[src/rtl/fifo_stream_reader.sv]
// fifo_stream_reader: drains a registered-output synchronous FIFO into a valid/ready stream
// Ports:
//   clk          - clock, all state updates on the rising edge
//   reset        - synchronous active-high reset
//   fifo_empty   - upstream FIFO empty flag
//   fifo_rd_en   - upstream FIFO read strobe
//   fifo_rd_data - upstream FIFO read data, valid the cycle after an accepted read
//   m_valid      - stream valid
//   m_ready      - stream ready
//   m_data       - stream data
//   rd_count     - delivered-word counter, present only when FIFO_RD_COUNT_EN is defined
// Build option: define FIFO_RD_COUNT_EN to add the rd_count port and its counter.
module fifo_stream_reader #(
    parameter int DATA_WIDTH = 8
) (
    input  logic                  clk,
    input  logic                  reset,
    input  logic                  fifo_empty,
    output logic                  fifo_rd_en,
    input  logic [DATA_WIDTH-1:0] fifo_rd_data,
    output logic                  m_valid,
    input  logic                  m_ready,
    output logic [DATA_WIDTH-1:0] m_data
`ifdef FIFO_RD_COUNT_EN
    ,
    output logic [15:0]           rd_count
`endif
);
    logic [DATA_WIDTH-1:0] head, tail;
    logic [1:0] occ, credit, wp;
    logic pend, transfer;
    // A read is allowed only if its word is guaranteed a slot when it lands a cycle later,
    // counting the word already in flight; a slot freed by this cycle's transfer counts.
    always_comb begin
        m_valid = !reset && occ != 2'd0;
        m_data = reset ? '0 : head;
        transfer = m_valid && m_ready;
        credit = occ + {1'b0, pend};
        fifo_rd_en = !reset && !fifo_empty && (credit < 2'd2 || (credit == 2'd2 && transfer));
        wp = occ - {1'b0, transfer};
    end
    // The landing word goes to the first free slot after the head has shifted out.
    always_ff @(posedge clk) begin
        if (reset) begin
            occ <= 2'd0;
            pend <= 1'b0;
            head <= '0;
            tail <= '0;
        end else begin
            occ <= occ + {1'b0, pend} - {1'b0, transfer};
            pend <= fifo_rd_en;
            head <= (pend && wp == 2'd0) ? fifo_rd_data : transfer ? tail : head;
            tail <= (pend && wp == 2'd1) ? fifo_rd_data : tail;
        end
    end
`ifdef FIFO_RD_COUNT_EN
    always_ff @(posedge clk) begin
        if (reset)
            rd_count <= 16'd0;
        else if (transfer)
            rd_count <= rd_count + 16'd1;
    end
`endif
endmodule
[config.mk]
export PLATFORM = sky130hd
export DESIGN_NAME = fifo_stream_reader
export DESIGN_NICKNAME = d
export VERILOG_FILES = /design/src/rtl/fifo_stream_reader.sv
export SDC_FILE = /design/constraint.sdc
export NUM_CORES = 1
export LEC_CHECK = 0
export CAP_MARGIN = 20
export CORE_UTILIZATION = 50
export DETAILED_ROUTE_END_ITERATION = 16
export PLACE_DENSITY = 0.8
export SYNTH_ARGS = -nofsm -noshare
export SYNTH_HDL_FRONTEND = slang
export SYNTH_SLANG_ARGS = --single-unit
[constraint.sdc]
create_clock -name clk -period 2.7 [get_ports clk]
set_input_delay 0.54 -clock clk [delete_from_list [all_inputs] [get_ports clk]]
set_output_delay 0.54 -clock clk [all_outputs]
set_load 0.01 [all_outputs]
==> flow_metrics.tcl, run 1 <==
set metrics [dict create \
    power_uw 726 \
    post_cts_buffers 0 \
    cp-start-kind "primary input" \
    crit_required_ns 2.16 \
    rsz0062_at_grt "no" \
    fin_worst_skew_ns 0.00692 \
    ys_seq_area_share_pct 39.2 \
    cts_tree "done" \
    syn_area_um2 970 \
    critical_path_class "primary input to output pin" \
    grt_pass1_vias 760 \
    min_from "tail[1]" \
    hold_path.class "flop to flop" \
    synth_nets 126 \
    antenna_found_initial 0 \
    die_w_um 46.0 \
    num_antenna_cells 0 \
    critical_path_arrival_ns 1.90 \
    critical_path.startpoint "reset" \
    rows 15 \
    slew_headroom_pct 73.8 \
    core_area_um2 1760 \
    grtUsageTotal_pct 22.4 \
    ys_async_sr_fraction_pct 0 \
    setup_viol 0 \
    drt-initial-drc-count 36 \
    initial_utilization_pct 55.0 \
    drive_gt1_share_pct 10.4 \
    dieArea_um2 2120 \
    p_switching_uw 239 \
    cap_violations 0 \
    routedWlPerCell_um 12.7 \
    syn_inst 111 \
    swShare_pct 32.9 \
    die_h_um 46.0 \
    synth_ff_type "dfxtp_1" \
    clk_latency_ns 0.29 \
    cts.sinks 19 \
    clock_path_buffers 2 \
    root_buffer "clkbuf_4" \
    ys_seq_elements 19 \
    ff2ff_setup_slack_ns 0.69 \
    pwr-share-clk_pct 20.0 \
    port_buffers 21 \
    drc 0 \
    final_area_um2 1230 \
    cp_max_fo 9 \
    cts_buffers 3 \
    vias_per_cell 5.63 \
    combPwrFrac_pct 33.0 \
    ant_nets 0 \
    dp_hpwl_um 1530 \
    ys_types 24 \
    seqPwrFrac_pct 47.0 \
    worstMarginPinSlew_ns 0.391 \
    fmax_ghz 0.410 \
    fillCellCount 164 \
    fin_crit_ns 2.44 \
    final_hold_viol_count 0 \
    wirelength_um 2010 \
    vias 895 \
    ff_latch_area_um2 380 \
    fin_hold_ws_ns 0.489 \
    p_leak_uw 0.000445 \
    cellInternalPower_uw 488 \
    synth_edf_count 0 \
    endpoint_kind "output pin" \
    multi_input_area_um2 527 \
    fin_util_pct 69.9 \
    yosysWarnings 0 \
    avgSynthCellArea_um2 8.74 \
    place_congestion 0.794 \
    outcome "finished, final reports clean" \
    area_growth_pct 27.1 \
    dpl_cell_area_um2 1200 \
    nets 150 \
    powerDensity_nw_per_um2 589 \
    rr_startpoint "occ[1]" \
    htreeDepth 1 \
    io_pins 22 \
    grt_start_max_net_pins 29 \
    clkTransAtPathRegs_ns 0.11 \
    fin_setup_tns_ns 0 \
    grt_pass1_wl_um 3340 \
    drtPass1Iterations 4 \
    finalMaxSlewViolations 0 \
    fin_crit_sh_pct 90.3 \
    gr-total-overflow 0 \
    vdd_drop_max_uv 361 \
]
## synthesized netlist by cell type, types with 2 or more instances
cell type / count / area [µm²]
dfxtp_1: 19 / 380
a311oi_1: 7 / 61.3
o21ai_0: 16 / 80.1
a21oi_1: 8 / 40.0
ha_1: 3 / 37.5
inv_1: 3 / 11.3
nand3_1: 17 / 85.1
nor2b_1: 9 / 56.3
buf_2: 2 / 10.0
nor2_1: 11 / 41.3
a211oi_1: 2 / 15.0
buf_6: 2 / 22.5
## registers in the layout, summed over array words and instances, names as in the netlist
signal  count
head        8
tail        8
occ         2
pend        1
## final timing paths
check / endpoint / depth (start not counted)
worst max-delay path: m_valid / 5
worst min-delay path: tail[1] / 2
worst max register to register: tail[7] / 7
worst min register to register: tail[1] / 2
## cell type report
| type | instances | share of cell area [%] |
|---|---|---|
| Tap cell | 25 | 2.54 |
| Inverter | 4 | 1.42 |
| Multi-Input combinational cell | 81 | 42.7 |
| Clock buffer | 4 | 2.13 |
| Sequential cell | 19 | 30.9 |
| Timing Repair Buffer | 26 | 20.3 |
## power by group through the flow
stage,registers [µW],logic (µW),clock network (µW)
after floorplan,336,172,0
after global placement,346,234,0
after detailed placement,348,239,0
after CTS,342,240,146
after global routing,347,266,161
final,342,239,146
## cell usage in the layout, fill, tap and decap left out
| cell type | n |
|---|---|
| clkdlybuf4s50_1 | 20 |
| dfxtp_1 | 19 |
| nand3_1 | 17 |
| o21ai_0 | 16 |
| nor2_1 | 11 |
| nor2b_1 | 9 |
| a21oi_1 | 8 |
| a311oi_1 | 7 |
| buf_4 | 5 |
| inv_1 | 3 |
| ha_1 | 3 |
| clkbuf_4 | 3 |
| a211oi_1 | 2 |
| o21bai_4 | 1 |
| xor2_1 | 1 |
| inv_4 | 1 |
| nand3b_4 | 1 |
| a311oi_2 | 1 |
| xnor2_2 | 1 |
| nand2b_1 | 1 |
| xor2_2 | 1 |
| xnor2_1 | 1 |
| clkbuf_1 | 1 |
| dlymetal6s2s_1 | 1 |
## metal layers
layer	vias to the layer above	GRT usage [%]	share of wire, %
met1	417	31.7	50
li1	445	-	-
met2	31	33.8	45
met4	0	7.06	0.35
met3	2	4.76	5.4
met5	-	0	0
## logic make-up after synthesis
| logic type | after synthesis | share of synthesized area (%) |
|---|---|---|
| flops | 19 | 39.2 |
| fa+ha+maj | 3 | 3.87 |
| simple gates | 39 | 21.5 |
| compound gates | 35 | 23.7 |
| buf+inv | 11 | 6.45 |
| xor+xnor | 4 | 5.16 |
## stage by stage
| stage | setup WS [ns] | cells |
|---|---|---|
| final | 0.261 | 159 |
| after floorplan | 0.840 | 111 |
| after global routing | 0.208 | 159 |
| after global placement | 0.0840 | 155 |
| after detailed placement | 0.0317 | 155 |
| after CTS | 0.0362 | 159 |
## worst max-delay path, cell delays in order
cell and delay [ns]:
clkdlybuf4s50_1 0.42, o21bai_4 0.19, inv_4 0.06, buf_4 0.14, clkdlybuf4s50_1 0.54
## repair_timing
| item | in CTS | in global routing |
|---|---|---|
| hold buffers | 0 | 0 |
| endpoints found under the setup margin | 0 | 1 |
| gates resized for setup | 0 | 1 |
No activity file was read; power rests on OpenSTA's default activity.
==> inputs of run 2 (changes only) <==
- CORE_MARGIN: unset -> 1
- CORE_UTILIZATION: 50 -> 43
- PLACE_DENSITY: 0.8 -> 0.73
- clock period: 2.7 -> 2.15 ns (I/O delays scaled with it)
==> flow_metrics.tcl, run 2 (same netlist as run 1, synthesis figures left out) <==
set metrics [dict create \
    ant_nets 0 \
    cap_violations 0 \
    grtUsageTotal_pct 18.7 \
    dieArea_um2 2450 \
    drt-initial-drc-count 17 \
    fin_crit_ns 2.16 \
    finalMaxSlewViolations 0 \
    cts.sinks 19 \
    drive_gt1_share_pct 16.5 \
    grt_start_max_net_pins 29 \
    multi_input_area_um2 534 \
    hold_buffers 0 \
    dp_hpwl_um 1640 \
    vias 891 \
    layout_common_cells "19 x dfxtp_1, 17 x nand3_1, 16 x o21ai_0" \
    largestRegisters "head x8, tail x8, occ x2" \
    rsz0062_at_grt "yes" \
    initial_utilization_pct 47.5 \
    gr-total-overflow 0 \
    fin_ws_ns -0.0106 \
    wirelength_um 2230 \
    cts_tree "done" \
    drtPass1Iterations 4 \
    die_h_um 49.5 \
    antenna_found_initial 0 \
    clock_path_buffers 2 \
    endpoint_kind "output pin" \
    area_growth_pct 33.8 \
    powerDensity_nw_per_um2 725 \
    worstMarginPinSlew_ns 0.372 \
    grt_pass1_wl_um 3530 \
    fin_worst_skew_ns 0.00227 \
    cp-start-kind "primary input" \
    cp_max_fo 28 \
    drc 0 \
    final_hold_viol_count 0 \
    nets 155 \
    slowest_delay_ns 0.53 \
    fin_crit_sh_pct 100 \
    io_pins 22 \
    crit_required_ns 1.72 \
    slew_headroom_pct 75.1 \
    routedWlPerCell_um 13.4 \
    outcome "finished, violations left" \
    cts_buffers 3 \
    critical_path_class "primary input to output pin" \
    mostFrequentLayoutCell "dfxtp_1" \
    ff_latch_area_um2 380 \
    violations "setup timing" \
    vias_per_cell 5.37 \
    fin_hold_ws_ns 0.493 \
    fillCellCount 174 \
    root_buffer "clkbuf_4" \
    setup_viol 1 \
    vdd_drop_max_uv 410 \
    num_antenna_cells 0 \
    fin_util_pct 63.5 \
    port_buffers 21 \
    p_leak_uw 0.000592 \
    crit_top_cell "clkdlybuf4s50_1" \
    fmax_ghz 0.463 \
    rows 16 \
    slowest_stage "clkdlybuf4s50_1" \
    die_w_um 49.5 \
    crit_path_cell_trace "clkdlybuf4s50_1 > buf_8 > nor2b_1 > clkdlybuf4s50_1" \
    htreeDepth 1 \
    clkTransAtPathRegs_ns 0.11 \
    clk_latency_ns 0.30 \
    hold_path.class "flop to flop" \
    core_area_um2 2040 \
    place_congestion 0.792 \
    critical_path_arrival_ns 1.73 \
    grt_pass1_vias 759 \
]
## run 2: power by group
| group | total, µW | switching (µW) | internal (µW) |
|---|---|---|---|
| logic | 335 | 177 | 158 |
| registers | 417 | 21.1 | 396 |
| clock network | 189 | 120 | 69.3 |
| total | 941 | 318 | 623 |
## run 2: stage by stage
step	power [µW]	cell area (µm²)	setup TNS (ns)	cells	worst slack, ns
finish	941	1300	-0.0106	166	-0.0106
global route	997	1300	-0.0641	166	-0.0525
CTS	934	1270	-0.504	166	-0.0639
detailed placement	760	1240	-3.22	162	-0.370
global placement	748	1240	-2.42	162	-0.258
floorplan	637	970	0	111	0.436
## run 2: worst paths after layout
kind	cells after the start	startpoint	slack, ns	endpoint
worst min register to register	2	tail[5]	0.49	tail[5]
worst min-delay path	2	tail[5]	0.49	tail[5]
worst max register to register	8	occ[0]	0.31	tail[4]
worst max-delay path	4	reset	-0.01	m_data[1]
## run 2: repair_timing
| item | in CTS | in global routing |
|---|---|---|
| pin swaps | 0 | 1 |
| cloned | 0 | 0 |
| buffers inserted | 0 | 0 |
| resized for setup | 4 | 13 |
| setup endpoints to repair | 10 | 10 |
## run 2: final cells by class
cell class,instances,share of cell area [%]
Tap cell,27,2.60
Multi-Input combinational cell,81,41.2
Timing Repair Buffer,31,23.4
Clock inverter,1,0.386
Sequential cell,19,29.3
Clock buffer,3,1.74
Inverter,4,1.35
## run 2: layer usage
layer / GRT usage (%) / part of all wire [%] / vias up
li1: - / - / 456
met1: 25.4 / 48 / 407
met2: 31.3 / 47 / 26
met3: 2.78 / 4.1 / 2
met4: 4.29 / 0.76 / 0
met5: 0 / 0 / -
## run 2: critical path: cells and delay by family
kind          cells  cell delay, ns
simple gates      1            0.11
buf+inv           3            1.18
